**src/rtl/chip_select_arbiter.sv**
```systemverilog
// Round-robin arbiter driving an active-low decoder: one grant at a time, bounded hold,
// and a guaranteed dead cycle between grants. Every output comes from a register.
module chip_select_arbiter #(
  parameter int WIDTH    = 4,
  parameter int MAX_HOLD = 8,
  localparam int SEL_WIDTH = $clog2(WIDTH),
  localparam int CNT_WIDTH = $clog2(MAX_HOLD + 1)
) (
  input  logic                 clk,
  input  logic                 rst,
  input  logic [WIDTH-1:0]     req_n,
  output logic [SEL_WIDTH-1:0] sel,
  output logic                 en_n,
  output logic [WIDTH-1:0]     gnt_n,
  output logic                 busy,
  output logic                 timeout
);

  typedef enum logic [1:0] {IDLE, GRANT, GAP} state_t;

  state_t               state, state_next;
  logic [SEL_WIDTH-1:0] ptr, ptr_next;
  logic [SEL_WIDTH-1:0] sel_next;
  logic [CNT_WIDTH-1:0] hold_cnt, hold_next;
  logic                 timeout_next;

  logic [SEL_WIDTH-1:0] pick;
  logic [SEL_WIDTH-1:0] cand;
  logic                 found;
  logic                 release_now;
  logic                 at_limit;

  // Circular priority search starting at ptr; WIDTH is a power of two so the
  // index wraps by plain truncation.
  always_comb begin
    pick  = ptr;
    cand  = ptr;
    found = 1'b0;
    for (int i = 0; i < WIDTH; i++) begin
      cand = ptr + SEL_WIDTH'(i);
      if (!found && !req_n[cand]) begin
        pick  = cand;
        found = 1'b1;
      end
    end
  end

  assign release_now = req_n[sel];
  assign at_limit    = (hold_cnt == CNT_WIDTH'(MAX_HOLD - 1));

  always_comb begin
    state_next   = state;
    sel_next     = sel;
    ptr_next     = ptr;
    hold_next    = hold_cnt;
    timeout_next = 1'b0;
    case (state)
      IDLE, GAP: begin
        if (found) begin
          sel_next   = pick;
          hold_next  = '0;
          state_next = GRANT;
        end else begin
          state_next = IDLE;
        end
      end
      GRANT: begin
        if (hold_cnt != CNT_WIDTH'(MAX_HOLD))
          hold_next = hold_cnt + CNT_WIDTH'(1);
        if (release_now || at_limit) begin
          state_next   = GAP;
          ptr_next     = sel + SEL_WIDTH'(1);
          // A voluntary release on the limit cycle is not a timeout.
          timeout_next = !release_now;
        end
      end
      default: state_next = IDLE;
    endcase
  end

  always_ff @(posedge clk or posedge rst) begin
    if (rst) begin
      state    <= IDLE;
      ptr      <= '0;
      sel      <= '0;
      hold_cnt <= '0;
      timeout  <= 1'b0;
    end else begin
      state    <= state_next;
      ptr      <= ptr_next;
      sel      <= sel_next;
      hold_cnt <= hold_next;
      timeout  <= timeout_next;
    end
  end

  assign busy = (state == GRANT);
  assign en_n = !busy;

  for (genvar gi = 0; gi < WIDTH; gi++) begin : g_gnt
    assign gnt_n[gi] = !(busy && (sel == SEL_WIDTH'(gi)));
  end

endmodule

```
**config.mk**
```make
export PLATFORM = sky130hd
export DESIGN_NAME = chip_select_arbiter
export DESIGN_NICKNAME = d
export VERILOG_FILES = /design/src/rtl/chip_select_arbiter.sv
export SDC_FILE = /design/constraint.sdc
export NUM_CORES = 1
export LEC_CHECK = 0
export ABC_AREA = 1
export BUFFER_PORTS_ARGS = -buffer_cell sky130_fd_sc_hd__buf_2
export CAP_MARGIN = 40
export CORE_ASPECT_RATIO = 0.7
export CORE_MARGIN = 5
export CORE_UTILIZATION = 34
export DETAILED_ROUTE_END_ITERATION = 10
export GPL_TIMING_DRIVEN = 0
export PLACE_DENSITY = 0.66
export REMOVE_ABC_BUFFERS = 1
export SKIP_LAST_GASP = 1
export SYNTH_ARGS = -nofsm -noshare
export SYNTH_HDL_FRONTEND = slang
export SYNTH_SLANG_ARGS = --single-unit
```
**constraint.sdc**
```tcl
create_clock -name clk -period 1.6 [get_ports clk]
set_clock_uncertainty 0.15 [all_clocks]
set_input_delay 0.08 -clock clk [delete_from_list [all_inputs] [get_ports clk]]
set_output_delay 0.08 -clock clk [all_outputs]
set_load 0.05 [all_outputs]
```
# ---- After elaboration in Yosys (flattened, before gate mapping)
# Index checks and enable logic that the tools add are counted.
dict set report totals {
  reg_bits 11
  inputBits 6
  word_cells 76
  output_inout_bits 9
}
dict set report classes {
  n_eq_ne 10
  order_cmp 5
  add_sub_neg 5
  reduce_logical 26
  n_mux 25
}
# cell count
set ops {}
lappend ops {{$lt 2x3->1 const B} 5}
lappend ops {{$mux 1} 12}
lappend ops {{$logic_not 1->1} 11}
lappend ops {{$bmux 1 s2} 5}
lappend ops {{$mux 2} 4}
lappend ops {{$mux 4} 2}
lappend ops {{$pmux 4 s2} 1}
lappend ops {{$logic_and 1x1->1} 7}
lappend ops {{$eq 2x2->1 const B} 3}
lappend ops {{$add 2x1->2 const B} 2}
lappend ops {{$add 2x2->2 const B} 2}
lappend ops {{$add 4x1->4 const B} 1}
lappend ops {{$eq 2x1->1 const B} 2}
lappend ops {{$eq 4x3->1 const B} 1}
lappend ops {{$logic_not 2->1} 2}
lappend ops {{$ne 2x1->1 const B} 2}
lappend ops {{$ne 4x4->1 const B} 1}
lappend ops {{$pmux 2 s2} 1}
lappend ops {{$reduce_and 2->1} 2}
lappend ops {{$reduce_and 3->1} 1}
lappend ops {{$ne 2x2->1 const B} 1}
lappend ops {{$reduce_bool 2->1} 1}
lappend ops {{$reduce_or 2->1} 1}
lappend ops {{$logic_or 1x1->1} 1}

# ---- Logic depth before layout (Yosys ltp)
dict set report logic_depth {
  word_depth 14
  mapped_depth 12
  ltp_nobuf 12
}

# ---- Least setup slack after synthesis
# Ideal clock, no wire load.
dict set report synth_path {
  path_type {reg-to-reg}
  startpoint {register state[0]}
  endpoint {register hold_cnt[2]}
  path_slack_ns -0.836
  required_ns 1.385
  path_stages_with_launch 7
  t_arrival_ns 2.221
  setup_ns 0.065
  path_cell_list {dfrtp_1 > inv_1 > nor2_1 > inv_1 > nor3_1 > nand2_1 > nand2_1}
}
# item line
set synth_rtl {}
lappend synth_rtl {{start: declaration} 21} ;# state_t state, state_next;
lappend synth_rtl {{start signal: assignment} 89} ;# state <= state_next;
lappend synth_rtl {{$eq 2x1->1 (*)} -}
lappend synth_rtl {{named net busy} 15} ;# output logic busy,
lappend synth_rtl {{$ne 2x1->1 (no source line) or $reduce_bool 2->1 (tied branches)} -}
lappend synth_rtl {{$reduce_and 3->1 (no source line)} -}
lappend synth_rtl {{end signal: assignment} 92} ;# hold_cnt <= hold_next;
lappend synth_rtl {{end: declaration} 24} ;# logic [CNT_WIDTH-1:0] hold_cnt, hold_next;
# Mark *: on every way through the listed nets, which the timed path passes. The rest lies on a longest branch.
# A chain may end at the register's enable or synchronous reset.

# ---- Worst setup path after layout
dict set report layout_path {
  startpoint {register ptr[0]}
  endpoint {register sel[0]}
}
dict set report layout_between {
  elab_chain_len 13
}
# item line
set layout_rtl {}
lappend layout_rtl {{start: declaration} 22} ;# logic [SEL_WIDTH-1:0] ptr, ptr_next;
lappend layout_rtl {{start signal: assignment} 90} ;# ptr <= ptr_next;
lappend layout_rtl {{$add 2x1->2} 40} ;# cand = ptr + SEL_WIDTH'(i);
lappend layout_rtl {{$bmux 1 s2} 41} ;# if (!found && !req_n[cand]) begin
lappend layout_rtl {{$mux 1 (implied by the code)} 41}
lappend layout_rtl {{$logic_not 1->1} 41}
lappend layout_rtl {{$logic_and 1x1->1} 41}
lappend layout_rtl {{$mux 1} 41}
lappend layout_rtl {{$logic_not 1->1} 41}
lappend layout_rtl {{$logic_and 1x1->1} 41}
lappend layout_rtl {{$mux 1} 41}
lappend layout_rtl {{$logic_not 1->1} 41}
lappend layout_rtl {{$logic_and 1x1->1} 41}
lappend layout_rtl {{$mux 1} 41}
lappend layout_rtl {{$reduce_and 2->1 (no source line)} -}
lappend layout_rtl {{end signal: assignment} 91} ;# sel <= sel_next;
lappend layout_rtl {{end: declaration} 12} ;# output logic [SEL_WIDTH-1:0] sel,
# Parallel ways exist; a longest one is shown, timed or not. The select of a mux whose other input is x is not followed.

==> run summary <==
Max-slew headroom: 70.7%
Post-Syn Instances: 138
EDFF count, synth: 0
Final wirelength: 2.65 mm
Adder-cell share of the synthesized area: 8.38%
Synth Area in Compound Gates: 8.38%
Vias in the first global route: 964
GRT Total Usage: 14.5%
Die height: 52.9 um
Final setup viols: 6
Worst Path Max Fanout: 6
Nets: 179
Clk Latency, worst-skew pair: 0.24 ns
Crit Path Category: flop to flop
Filler cells: 233
FF-to-FF End: sel[0]$_DFFE_PP0P_
XOR/XNOR Fraction of Synth Area: 0.978%
Final RePlAce weighted congestion: 0.838
Initial Utilization: 35.9%
Clk sink count: 11
Tcrit/Tclk final: 108%
Largest family of logic cells by synthesized area: simple AND/OR/NAND/NOR gates
TritonCTS Buffers: 3
Worst Hold Class: input port to flop
Final Hold Fails: 0
Crit path required time: 1.57 ns
Fraction of registers with async set/reset: 100%
Leading area contributor after synthesis: dfrtp_1
Via density: 5.03
Most frequent cells after synthesis: nand2_1 (55), inv_1 (18), nand3_1 (13), dfrtp_1 (11)
Final instance area: 1260 um2
Core box area: 2500 um2
Max cap viols: 0
Min-Delay Endpoint: timeout$_DFF_PP0_
Simple-Gate Fraction of Synth Area: 41.9%
Final setup TNS: -0.578 ns
CP Launch Type: flop
Rows: 15
First-pass GRT wire length: 4.24 mm
Post-Synthesis Cell Area: 896 um2
Post-synthesis sequential area ratio: 30.7%
Hold depth: 5
Worst r2r src: ptr[0]$_DFFE_PP0P_
Synth top area share: 30.7%
Die width: 71.4 um
Die Area: 3780 um2
Max-slew violations: 0
H-tree levels: 1
Final antenna-violating net count: 0
Synth top area cells: dfrtp_1 (31%), nand2_1 (23%), ha_1 (8.4%), inv_1 (7.5%), nand3_1 (7.3%)
Crit. End Element: flop
Remaining DRCs: 0
Fin crit period: 1.73 ns
Status: complete, but fails checks
Clk pin slew, worst setup/hold paths: 0.05 ns
WL per Instance: 13.2 um
Area Growth Syn to Fin: 41.2%
Routed vias: 1,005
Worst EP arrival: 1.69 ns
Mean Syn Cell Area: 6.49 um2
Port buffer count: 14
TritonCTS clock tree: built
Hold Startpoint: req_n[3]
Syn. warnings: 0
RSZ-0062 raised after global routing: true
Placed Area: 997 um2
Met1 usage: 17.7%
R2R Setup Slk: -0.13 ns
Violated checks: setup timing
Post-synth top flop: dfrtp_1
GR Layer Usage met3: 3.04%
Synth Register Bits: 11
Post-DP HPWL: 1.73 mm
Clock buffer depth: 2
Peak Freq: 0.580 GHz
Io pins: 15
Root Buffer: clkbuf_8
Drt initial violations: 30
R2R cell count: 12
Initial antenna violation count: 0
Grt total ovfl: 0
Cell variety after synth: 19
Largest net degree at the start of global routing: 12
Layout cell share with drive strength beyond 1: 36.7%
Setup slack after layout: -0.125 ns
Mux contribution to synthesized area: 0%
Global route hottest layer: met2
Tightest Pin Transition: 0.439 ns
CP startpoint: ptr[0]$_DFFE_PP0P_
Most frequent cell after synthesis: nand2_1
TritonRoute pass-1 iters: 5
N_diodes: 0
Met2 GRT Util: 24.8%
-- critical path: stages (launching register included) --
cell	delay (ns)
dfrtp_2	0.42
buf_8	0.15
inv_8	0.07
nand2_2	0.07
nand3_2	0.07
nand2_2	0.07
nor2_4	0.14
buf_6	0.11
nand3_2	0.07
nand2_1	0.09
nand2_1	0.05
nand3_1	0.07
o21ai_1	0.07
-- timing repair --
action                     CTS  global route
hold buffers                 1             0
cloned                       1             0
buffers inserted             7             2
pin swaps                    9             7
resized for setup           25            21
hold endpoints to repair    11             0
setup endpoints to repair   14             9
-- flip-flops by register name, summed over array words and instances (netlist names) --
name and count:
hold_cnt 4, ptr 2, sel 2, state 2, timeout 1
-- cell type report --
class / instances / area [um2] / share of cell area, %
Clock buffer: 4 / 45.0 / 3.56
Inverter: 20 / 85.1 / 6.73
Timing Repair inverter: 1 / 3.75 / 0.297
Tap cell: 34 / 42.5 / 3.36
Sequential cell: 11 / 280 / 22.2
Multi-Input combinational cell: 106 / 634 / 50.1
Timing Repair Buffer: 24 / 174 / 13.7
-- stage by stage --
stage          hold WS (ns)  cells  worst slack, ns  util, %
2_1_floorplan        -0.218    137           -0.836        -
3_3_place_gp        -0.0687    185           -0.369     39.9
3_5_place_dp        -0.0464    185           -0.383     39.9
4_1_cts               0.172    198          -0.0942     47.0
5_1_grt               0.202    200           -0.213     50.7
6_report              0.175    200           -0.125     50.7
-- per-layer routing --
layer	vias up	share of wire, %
met1	485	45
met4	0	3.0
li1	484	-
met2	27	48
met5	-	0
met3	9	4.4
-- cell families after synthesis --
family | after synthesis
adders and majority gates | 6
and+or+nand+nor | 87
AOI/OAI and AO/OA | 12
buffers and inverters | 21
DFF | 11
xor gates and xnor gates | 1
-- cells in the final DEF, fill, tap and decap left out --
cell type / netlist / final
dlygate4sd3_1: 0 / 1
dfrtp_2: 0 / 4
inv_8: 0 / 1
nor2_2: 0 / 1
nand2_4: 0 / 7
ha_1: 6 / 6
nand4_1: 2 / 2
nand3_2: 0 / 3
nor2_1: 7 / 4
inv_1: 18 / 15
buf_8: 0 / 1
buf_4: 0 / 6
clkbuf_8: 0 / 3
and2_1: 1 / 1
clkbuf_4: 0 / 1
buf_2: 0 / 13
inv_4: 0 / 1
inv_2: 2 / 4
o21ai_0: 7 / 5
o21ai_4: 1 / 2
dfrtp_1: 11 / 7
o21ai_1: 1 / 3
buf_6: 1 / 1
nand3_1: 13 / 10
nand2_1: 55 / 45
nor2_4: 1 / 3
clkbuf_1: 0 / 1
buf_12: 0 / 1
xor2_1: 1 / 1
nand2_2: 6 / 9
nor3_1: 2 / 2
a21oi_1: 2 / 2
-- worst max-delay path by stage --
stage,end,slack (ns),cells after the start
2_1_floorplan,hold_cnt[2]$_DFFE_PP0P_,-0.84,6
3_3_place_gp,sel[0]$_DFFE_PP0P_,-0.37,8
3_5_place_dp,sel[0]$_DFFE_PP0P_,-0.38,10
4_1_cts,hold_cnt[1]$_DFFE_PP0P_,-0.09,11
5_1_grt,hold_cnt[1]$_DFFE_PP0P_,-0.21,11
6_report,sel[0]$_DFFE_PP0P_,-0.13,12
Power is not shown: default switching activity piles up to over one toggle a cycle in this logic, so the estimate is an artifact.
